--- src/rtl/pixel_stream_unpacker.sv ---
// pixel_stream_unpacker: buffers packed pixel words in a small FIFO and
// unpacks them into LANES-wide output beats for a counted job started by a PIO edge.
module pixel_stream_unpacker #(
    parameter int WORD_W = 256,
    parameter int PIX_W  = 8,
    parameter int LANES  = 4,
    parameter int DEPTH  = 4,
    parameter int CNT_W  = 24
) (
    input  logic                     clk_clk,
    input  logic                     reset_reset_n,
    input  logic                     cfg_start,
    input  logic [CNT_W-1:0]         cfg_count,
    input  logic [WORD_W-1:0]        in_data,
    input  logic                     in_valid,
    output logic                     in_ready,
    output logic [LANES*PIX_W-1:0]   out_pix,
    output logic                     out_valid,
    input  logic                     out_ready,
    output logic                     out_last,
    output logic [31:0]              status_export
);
    localparam int BEAT_W = LANES * PIX_W;
    localparam int BEATS  = WORD_W / BEAT_W;
    localparam int BW     = BEATS > 1 ? $clog2(BEATS) : 1;
    localparam int AW     = $clog2(DEPTH);

    typedef enum logic [1:0] {IDLE, RUN, DONE} state_t;
    state_t state, state_nx;

    logic                   start_q, armed, start_pulse;
    logic [WORD_W-1:0]      mem [DEPTH];
    logic [AW:0]            wr_ptr, rd_ptr;
    logic                   full, empty, wr_en;
    logic                   up_valid;
    logic [WORD_W-1:0]      up_word;
    logic [BEATS-1:0][BEAT_W-1:0] beats_v;
    logic [BW-1:0]          beat;
    logic [CNT_W-1:0]       remaining, take;
    logic [23:0]            emitted;
    logic                   overflow, busy, done, run;
    logic                   accept, last, last_acc, word_end, up_load;

    // armed blocks a start while cfg_start is still high from before reset release
    assign start_pulse = cfg_start & ~start_q & armed;
    assign run         = state == RUN;
    assign full        = (wr_ptr[AW] != rd_ptr[AW]) && (wr_ptr[AW-1:0] == rd_ptr[AW-1:0]);
    assign empty       = wr_ptr == rd_ptr;
    assign wr_en       = in_valid & in_ready;
    assign accept      = up_valid & out_ready;
    assign last        = up_valid & (remaining <= CNT_W'(LANES));
    assign last_acc    = accept & last;
    assign word_end    = beat == BW'(BEATS - 1);
    assign up_load     = run & ~empty & (~up_valid | (accept & word_end & ~last));
    assign take        = last ? remaining : CNT_W'(LANES);
    assign beats_v     = up_word;

    always_ff @(posedge clk_clk or negedge reset_reset_n) begin
        if (!reset_reset_n) begin
            start_q <= 1'b0;
            armed   <= 1'b0;
        end else begin
            start_q <= cfg_start;
            armed   <= armed | ~cfg_start;
        end
    end

    always_ff @(posedge clk_clk or negedge reset_reset_n) begin
        if (!reset_reset_n)
            state <= IDLE;
        else
            state <= state_nx;
    end

    always_comb begin
        state_nx = (!run && start_pulse) ? (cfg_count != '0 ? RUN : DONE) :
                   (run && last_acc)     ? DONE : state;
    end

    always_comb begin
        busy     = run;
        done     = state == DONE;
        in_ready = run & ~full;
    end

    always_ff @(posedge clk_clk) begin
        if (wr_en)
            mem[wr_ptr[AW-1:0]] <= in_data;
    end

    // the final beat's acceptance empties the FIFO in the same cycle
    always_ff @(posedge clk_clk or negedge reset_reset_n) begin
        if (!reset_reset_n) begin
            wr_ptr <= '0;
            rd_ptr <= '0;
        end else if (last_acc) begin
            wr_ptr <= '0;
            rd_ptr <= '0;
        end else begin
            if (wr_en)
                wr_ptr <= wr_ptr + 1'b1;
            if (up_load)
                rd_ptr <= rd_ptr + 1'b1;
        end
    end

    always_ff @(posedge clk_clk or negedge reset_reset_n) begin
        if (!reset_reset_n) begin
            up_valid  <= 1'b0;
            up_word   <= '0;
            beat      <= '0;
            remaining <= '0;
            emitted   <= '0;
            overflow  <= 1'b0;
        end else begin
            if (start_pulse && !run) begin
                remaining <= cfg_count;
                emitted   <= '0;
                overflow  <= 1'b0;
            end else begin
                if (run && in_valid && full)
                    overflow <= 1'b1;
                if (accept) begin
                    remaining <= remaining - take;
                    emitted   <= emitted + 24'(take);
                end
            end
            if (up_load) begin
                up_word  <= mem[rd_ptr[AW-1:0]];
                up_valid <= 1'b1;
                beat     <= '0;
            end else if (accept) begin
                up_valid <= ~(last | word_end);
                beat     <= beat + 1'b1;
            end
        end
    end

    // lanes past the remaining count on the final beat are zeroed
    always_comb begin
        out_pix = '0;
        for (int i = 0; i < LANES; i++)
            if (up_valid && CNT_W'(i) < remaining)
                out_pix[i*PIX_W +: PIX_W] = beats_v[beat][i*PIX_W +: PIX_W];
    end

    assign out_valid     = up_valid;
    assign out_last      = last;
    assign status_export = {busy, done, overflow, 5'b0, emitted};
endmodule
--- config.mk ---
export PLATFORM = sky130hd
export DESIGN_NAME = pixel_stream_unpacker
export DESIGN_NICKNAME = d
export VERILOG_FILES = /design/src/rtl/pixel_stream_unpacker.sv
export SDC_FILE = /design/constraint.sdc
export NUM_CORES = 1
export LEC_CHECK = 0
export CAP_MARGIN = 15
export CORE_MARGIN = 1
export CORE_UTILIZATION = 55
export CTS_BUF_LIST = sky130_fd_sc_hd__clkbuf_4
export CTS_CLUSTER_SIZE = 28
export DETAILED_ROUTE_END_ITERATION = 16
export HOLD_SLACK_MARGIN = 0.03
export PLACE_DENSITY = 0.78
export SLEW_MARGIN = 40
export SYNTH_ARGS = -nofsm -noshare
export SYNTH_HDL_FRONTEND = slang
export SYNTH_SLANG_ARGS = --single-unit
--- constraint.sdc ---
create_clock -name clk_clk -period 7.3 [get_ports clk_clk]
set_input_delay 1.825 -clock clk_clk [delete_from_list [all_inputs] [get_ports clk_clk]]
set_output_delay 1.825 -clock clk_clk [all_outputs]
set_load 0.1 [all_outputs]
==> reports/qor.yml, run 1 <==
worstReg2RegEnd: "emitted[16]"
cts_resized: 0
tightestPinTransition_ns: 0.901
worst_slack_ns: 1.37
top_usage_layer: "met2"
whs_endpoint: "armed"
r2r_setup_slack_ns: 3.36
num_io_pins: 352
clockBufferDepth: 4
place_hpwl_um: 76100
rows: 113
finClkSkew_ns: 0.105
yosysSeqAreaShare_pct: 73.4
cp_cell_sequence: "nor3_1 > nand3_1 > or3_1 > o31ai_4 > nor2_1 > buf_2"
antenna_left: 0
setup_violations: 0
period_needed_ns: 5.93
routed_wl_um: 119000
grt_use_met2_pct: 43.7
post-place-cells: 4099
rr_worst_depth: 13
synthAdderAreaFrac_pct: 0.773
start_util_pct: 55.6
rr_startpoint: "remaining[10]"
yosys-top-cells-area: "edfxtp_1 (58%), dfrtp_1 (15%), mux4_2 (14%)"
status: "complete, no violations"
cts_tree: "yes"
synth_edf_count: 1024
cts_sinks: 1343
layout_common_cells: "edfxtp_1 (1024), clkbuf_4 (532), mux4_2 (320), dfrtp_1 (314), clkdlybuf4s50_1 (283)"
drcViolationCount: 0
fillers: 6361
slowest_stage: "o31ai_4"
synthSimpleGateAreaFrac_pct: 2.20
yosys.area_share.xor_xnor_pct: 0.581
cts_buffers: 351
synthesis.area_mm2: 0.0528
clockRootBuffer: "clkbuf_4"
instances_no_fill: 4716
grt_pass1_vias: 29456
ys_warn_count: 0
fmax_mhz: 169
avgSynthCellArea_um2: 20.6
dr.first_iter.drc_count: 2062
synth_top_family_by_area: "multiplexers"
grtUsageTotal_pct: 25.0
syn2layout_area_growth_pct: 17.5
p_leak_nw: 21.9
cp-start-kind: "flop"
vias_per_cell: 5.79
min_path_cells: 1
gp_congestion: 0.914
layout_commonest_cell: "edfxtp_1"
path_buf_inv: 1
final-hold-violation-count: 0
crit_type: "flop to output pin"
synthArstFlopShare_pct: 23.8
synth-main-ff-cell: "edfxtp_1"
drtPass1Iterations: 5
synth-compound-area-share_pct: 1.92
drive_above_1_share_pct: 29.2
grt_first_pass_wirelength_um: 179000
met3_usage_pct: 7.71
cts_setup_buffers: 0
hp-class: "flop to flop"
grt_max_degree: 124
final.setup.tns_ns: 0
period_share_pct: 81.2
clkLatencyLatePin_ns: 1.17
fin_nets: 3507
dieArea_mm2: 0.0972
yosysTopAreaCell: "edfxtp_1"
core_area_mm2: 0.0950
synth_mux_area_share_pct: 19.8
path_clk_slew_ns: 0.06
cpPeakStageDelay_ns: 0.63
postCtsHoldBufs: 0
preCtsSetupSlack_ns: 2.62
slew_viol_final: 0
dr_total_vias: 27288
ys_ff_latch: 1343
grt_use_met1_pct: 29.5
cp-end-kind: "output pin"
synth_top_area_share_pct: 58.2
synthCells: 2562
arrival_ns: 4.10
wl_per_cell_um: 25.1
crit_family: "simple AND/OR/NAND/NOR gates"
path_max_fanout: 9
grt_setup_unrepaired: "false"
ir_drop_v: 0.00107
grt_antenna_before_repair: 29
fp.dieH_um: 312
power_density_mw_per_mm2: 438
io_buffers: 346
ys_types: 68
crit_required_ns: 5.48
worstHoldStart: "armed"
max_slew_margin_pct: 39.9
cts-htree-levels: 5
drv_cap: 0
grt_remaining_overflow: 0
dieWidth_um: 312
-- cells in the mapped netlist (3+ instances only) --
library cell / instances
o21bai_1: 4
mux2i_1: 36
nand3_1: 14
clkbuf_1: 58
nand2_1: 62
o311ai_0: 3
o211ai_1: 6
o21ai_2: 3
nand4_1: 5
or4_1: 4
nor4_1: 8
and2_1: 9
mux2_1: 254
xor2_1: 10
buf_4: 38
o21a_1: 3
a21o_1: 9
nor2_1: 80
nor2b_1: 3
a211oi_1: 9
mux4_2: 320
o21ai_0: 50
dfrtp_1: 319
xnor2_1: 25
nor3_1: 17
nand2b_1: 7
and3_1: 4
edfxtp_1: 1024
a21oi_1: 38
buf_2: 13
nor4b_1: 4
o2111ai_1: 3
o31ai_1: 5
a31oi_1: 7
inv_1: 7
ha_1: 31
buf_1: 25
or3_1: 5
-- how the worst max path moves through the flow --
stage,from,end,slack (ns),depth (start not counted)
floorplan,in_valid,mem[3][0],1.52,3
global placement,beat[0],out_pix[3],1.97,5
detailed placement,out_ready,beats_v[203],2.62,6
CTS,remaining[10],out_pix[3],1.29,6
global route,remaining[10],out_pix[3],1.14,6
finish,remaining[10],out_pix[3],1.37,6
-- logic make-up after synthesis --
group / Yosys count
buf+inv: 144
fa+ha+maj: 32
xor+xnor: 35
flops: 1343
mux: 612
simple gates: 236
compound gates: 158
other cells: 2
-- power by group --
group	switching (mW)	internal (mW)	leakage [nW]
clock network	2.89	3.41	2.65
logic	5.79	3.61	6.13
registers	1.17	10.3	13.1
total	9.85	17.3	21.9
-- stage by stage --
step	utilization [%]	hold slack [ns]	cell area, um2	total power, mW
after floorplan	-	0.435	52900	18.4
after global placement	60.7	0.452	57700	21.0
after detailed placement	60.6	0.453	57600	21.1
after CTS	65.2	0.471	62000	27.5
after global routing	65.3	0.479	62000	28.4
final	65.3	0.472	62100	27.2
-- metal layers --
layer,up-vias,part of all wire [%]
li1,11904,-
met1,14043,36
met2,1074,54
met3,221,8.1
met4,46,2.2
met5,-,0.26
-- state kept, by name, summed over array words and instances (netlist names) --
signal     count
rd_ptr         3
state          2
armed          1
mem         1024
emitted       24
out_valid      1
remaining     24
wr_ptr         3
overflow       1
start_q        1
beat           3
beats_v      256
-- area by class of cell --
class | instances | area [um2] | area share [%]
sequential | 1343 | 38800 | 62.5
multi-input combinational | 1099 | 13500 | 21.7
inverter | 7 | 26.3 | 0.0423
clock inverter | 75 | 373 | 0.601
antenna | 7 | 17.5 | 0.0282
clock buffer | 532 | 3990 | 6.44
tap | 1265 | 1580 | 2.55
timing repair buffer | 388 | 3850 | 6.21
(Power assumes the default switching activity.)
==> inputs of run 2 (changes only) <==
--- a/config.mk
+++ b/config.mk
@@ -12,7 +12,7 @@
 export CTS_CLUSTER_SIZE = 28
 export DETAILED_ROUTE_END_ITERATION = 16
 export HOLD_SLACK_MARGIN = 0.03
-export PLACE_DENSITY = 0.78
+export PLACE_DENSITY = 0.75
 export SLEW_MARGIN = 40
 export SYNTH_ARGS = -nofsm -noshare
 export SYNTH_HDL_FRONTEND = slang
==> constraint.sdc (replaced) <==
create_clock -name clk_clk -period 5.8 [get_ports clk_clk]
set_input_delay 1.45 -clock clk_clk [delete_from_list [all_inputs] [get_ports clk_clk]]
set_output_delay 1.45 -clock clk_clk [all_outputs]
set_load 0.1 [all_outputs]
==> run 2 against run 1 <==
Register-to-register slack got worse by 1.6 ns. Critical endpoint is now out_pix[7]. Non-clock buffer count up 7. Sequential cell count did not move. Sequential power up 24%. Count of clock-buffer cells in the layout down 13. Critical path depth is the same. Wire length decreased by 0.37%. Highest routed layer unchanged. Largest cell class unchanged. Sequential share of layout area shrank 0.084 points. Worst setup slack worse by 1.1 ns.
==> reports/qor.yml, run 2 (synthesis gave the netlist of run 1 again) <==
start_util_pct: 55.6
drtPass1Iterations: 5
gp_congestion: 0.901
max_slew_margin_pct: 44.3
syn2layout_area_growth_pct: 17.7
dr.first_iter.drc_count: 1878
switchingPower_mw: 12.4
power_density_mw_per_mm2: 551
cts-htree-levels: 5
rr_worst_depth: 12
fillers: 6520
layout_common_cells: "edfxtp_1 (1024), clkbuf_4 (519), mux4_2 (320), dfrtp_1 (314), clkdlybuf4s50_1 (283)"
crit_required_ns: 4.35
p_total_mw: 34.3
final-hold-violation-count: 0
io_buffers: 346
fmax_mhz: 181
cts_buffers: 348
crit_type: "flop to output pin"
postCtsHoldBufs: 0
grt_max_degree: 139
antenna_left: 0
fin_nets: 3511
whs_ns: 0.277
period_needed_ns: 5.52
final.setup.tns_ns: 0
share_comb_of_total_power_pct: 35.3
grt_pass1_vias: 29577
status: "complete, no violations"
p_int_mw: 21.8
cp-start-kind: "flop"
worstReg2RegEnd: "emitted[11]"
power_frac_seq_pct: 41.8
grt_first_pass_wirelength_um: 179000
setup_violations: 0
fp.dieH_um: 312
cts_resized: 0
dieArea_mm2: 0.0972
drive_above_1_share_pct: 29.0
largest_register_ffs: 1024
grtUsageTotal_pct: 24.9
finClkSkew_ns: 0.0757
arrival_ns: 4.07
vias_per_cell: 5.74
hp-class: "primary input to async pin"
power_switching_share_pct: 36.2
grt_setup_unrepaired: "false"
cts_setup_buffers: 0
rows: 113
cts_sinks: 1343
core_area_mm2: 0.0950
wl_per_cell_um: 25.0
clockRootBuffer: "clkbuf_4"
grt_antenna_before_repair: 33
num_io_pins: 352
grt_remaining_overflow: 0
tightestPinTransition_ns: 0.836
p_leak_nw: 21.9
period_share_pct: 95.1
path_max_fanout: 9
ir_drop_v: 0.00132
drv_cap: 0
routed_wl_um: 118000
dieWidth_um: 312
layout_commonest_cell: "edfxtp_1"
slew_viol_final: 0
clkLatencyLatePin_ns: 1.17
clkPwrFrac_pct: 22.9
place_hpwl_um: 75400
r2r_setup_slack_ns: 1.77
clockBufferDepth: 4
path_clk_slew_ns: 0.06
drcViolationCount: 0
rr_startpoint: "remaining[10]"
fin_util_pct: 65.4
cts_tree: "yes"
dr_total_vias: 27114
cp-end-kind: "output pin"
==> run 2: worst max path at each step <==
| stage | start | endpoint | slack (ns) |
|---|---|---|---|
| final | remaining[10] | out_pix[7] | 0.28 |
| after detailed placement | remaining[9] | out_pix[7] | 1.50 |
| after floorplan | in_valid | mem[3][0] | 0.39 |
| after global routing | remaining[10] | out_pix[7] | 0.002 |
| after CTS | remaining[10] | out_pix[7] | 0.20 |
| after global placement | remaining[10] | out_pix[0] | 0.90 |
==> run 2: critical path: stages, from the launching register on <==
cell and delay [ns]:
dfrtp_1 0.41, nor3_1 0.37, nand3_1 0.36, or3_1 0.61, o31ai_4 0.57, nor2_1 0.29, buf_4 0.31
==> run 2: layout make-up <==
class | instances | area, um2 | share of cell area [%]
Timing Repair Buffer | 395 | 3950 | 6.36
Sequential cell | 1343 | 38800 | 62.4
Antenna cell | 13 | 32.5 | 0.0524
Multi-Input combinational cell | 1099 | 13500 | 21.7
Clock inverter | 85 | 435 | 0.701
Tap cell | 1265 | 1580 | 2.55
Clock buffer | 519 | 3900 | 6.27
Inverter | 7 | 26.3 | 0.0423
==> run 2: power by group through the flow <==
stage | logic, mW | clock network, mW | registers (mW)
final | 12.1 | 7.86 | 14.3
after global routing | 12.8 | 8.59 | 14.5
after CTS | 12.2 | 8.08 | 14.4
after detailed placement | 12.1 | 0 | 14.6
after global placement | 12.1 | 0 | 14.4
after floorplan | 8.64 | 0 | 14.5
==> run 2: metrics by stage <==
stage                     instance area [um2]  setup WS, ns  std cells
after floorplan                         52900         0.391       2586
after global routing                    62100       0.00237       4716
final                                   62100         0.285       4726
after CTS                               62000         0.197       4710
after detailed placement                57700          1.50       4106
after global placement                  57800         0.895       4102
==> run 2: layer usage <==
metal  track usage (%)  share of wire [%]  up-vias
met3              7.71                7.2      205
met4              8.40                2.2       46
met1              30.1                 38    14150
li1                  -                  -    11869
met2              42.4                 53      844
met5                 0               0.26        -
==> inputs of run 3 (changes only) <==
--- a/config.mk
+++ b/config.mk
@@ -5,7 +5,7 @@
 export SDC_FILE = /design/constraint.sdc
 export NUM_CORES = 1
 export LEC_CHECK = 0
-export CAP_MARGIN = 15
+export CAP_MARGIN = 20
 export CORE_MARGIN = 1
 export CORE_UTILIZATION = 55
 export CTS_BUF_LIST = sky130_fd_sc_hd__clkbuf_4
==> results of run 3 <==
No change in the layout: final DEF, timing and power equal those of run 2.
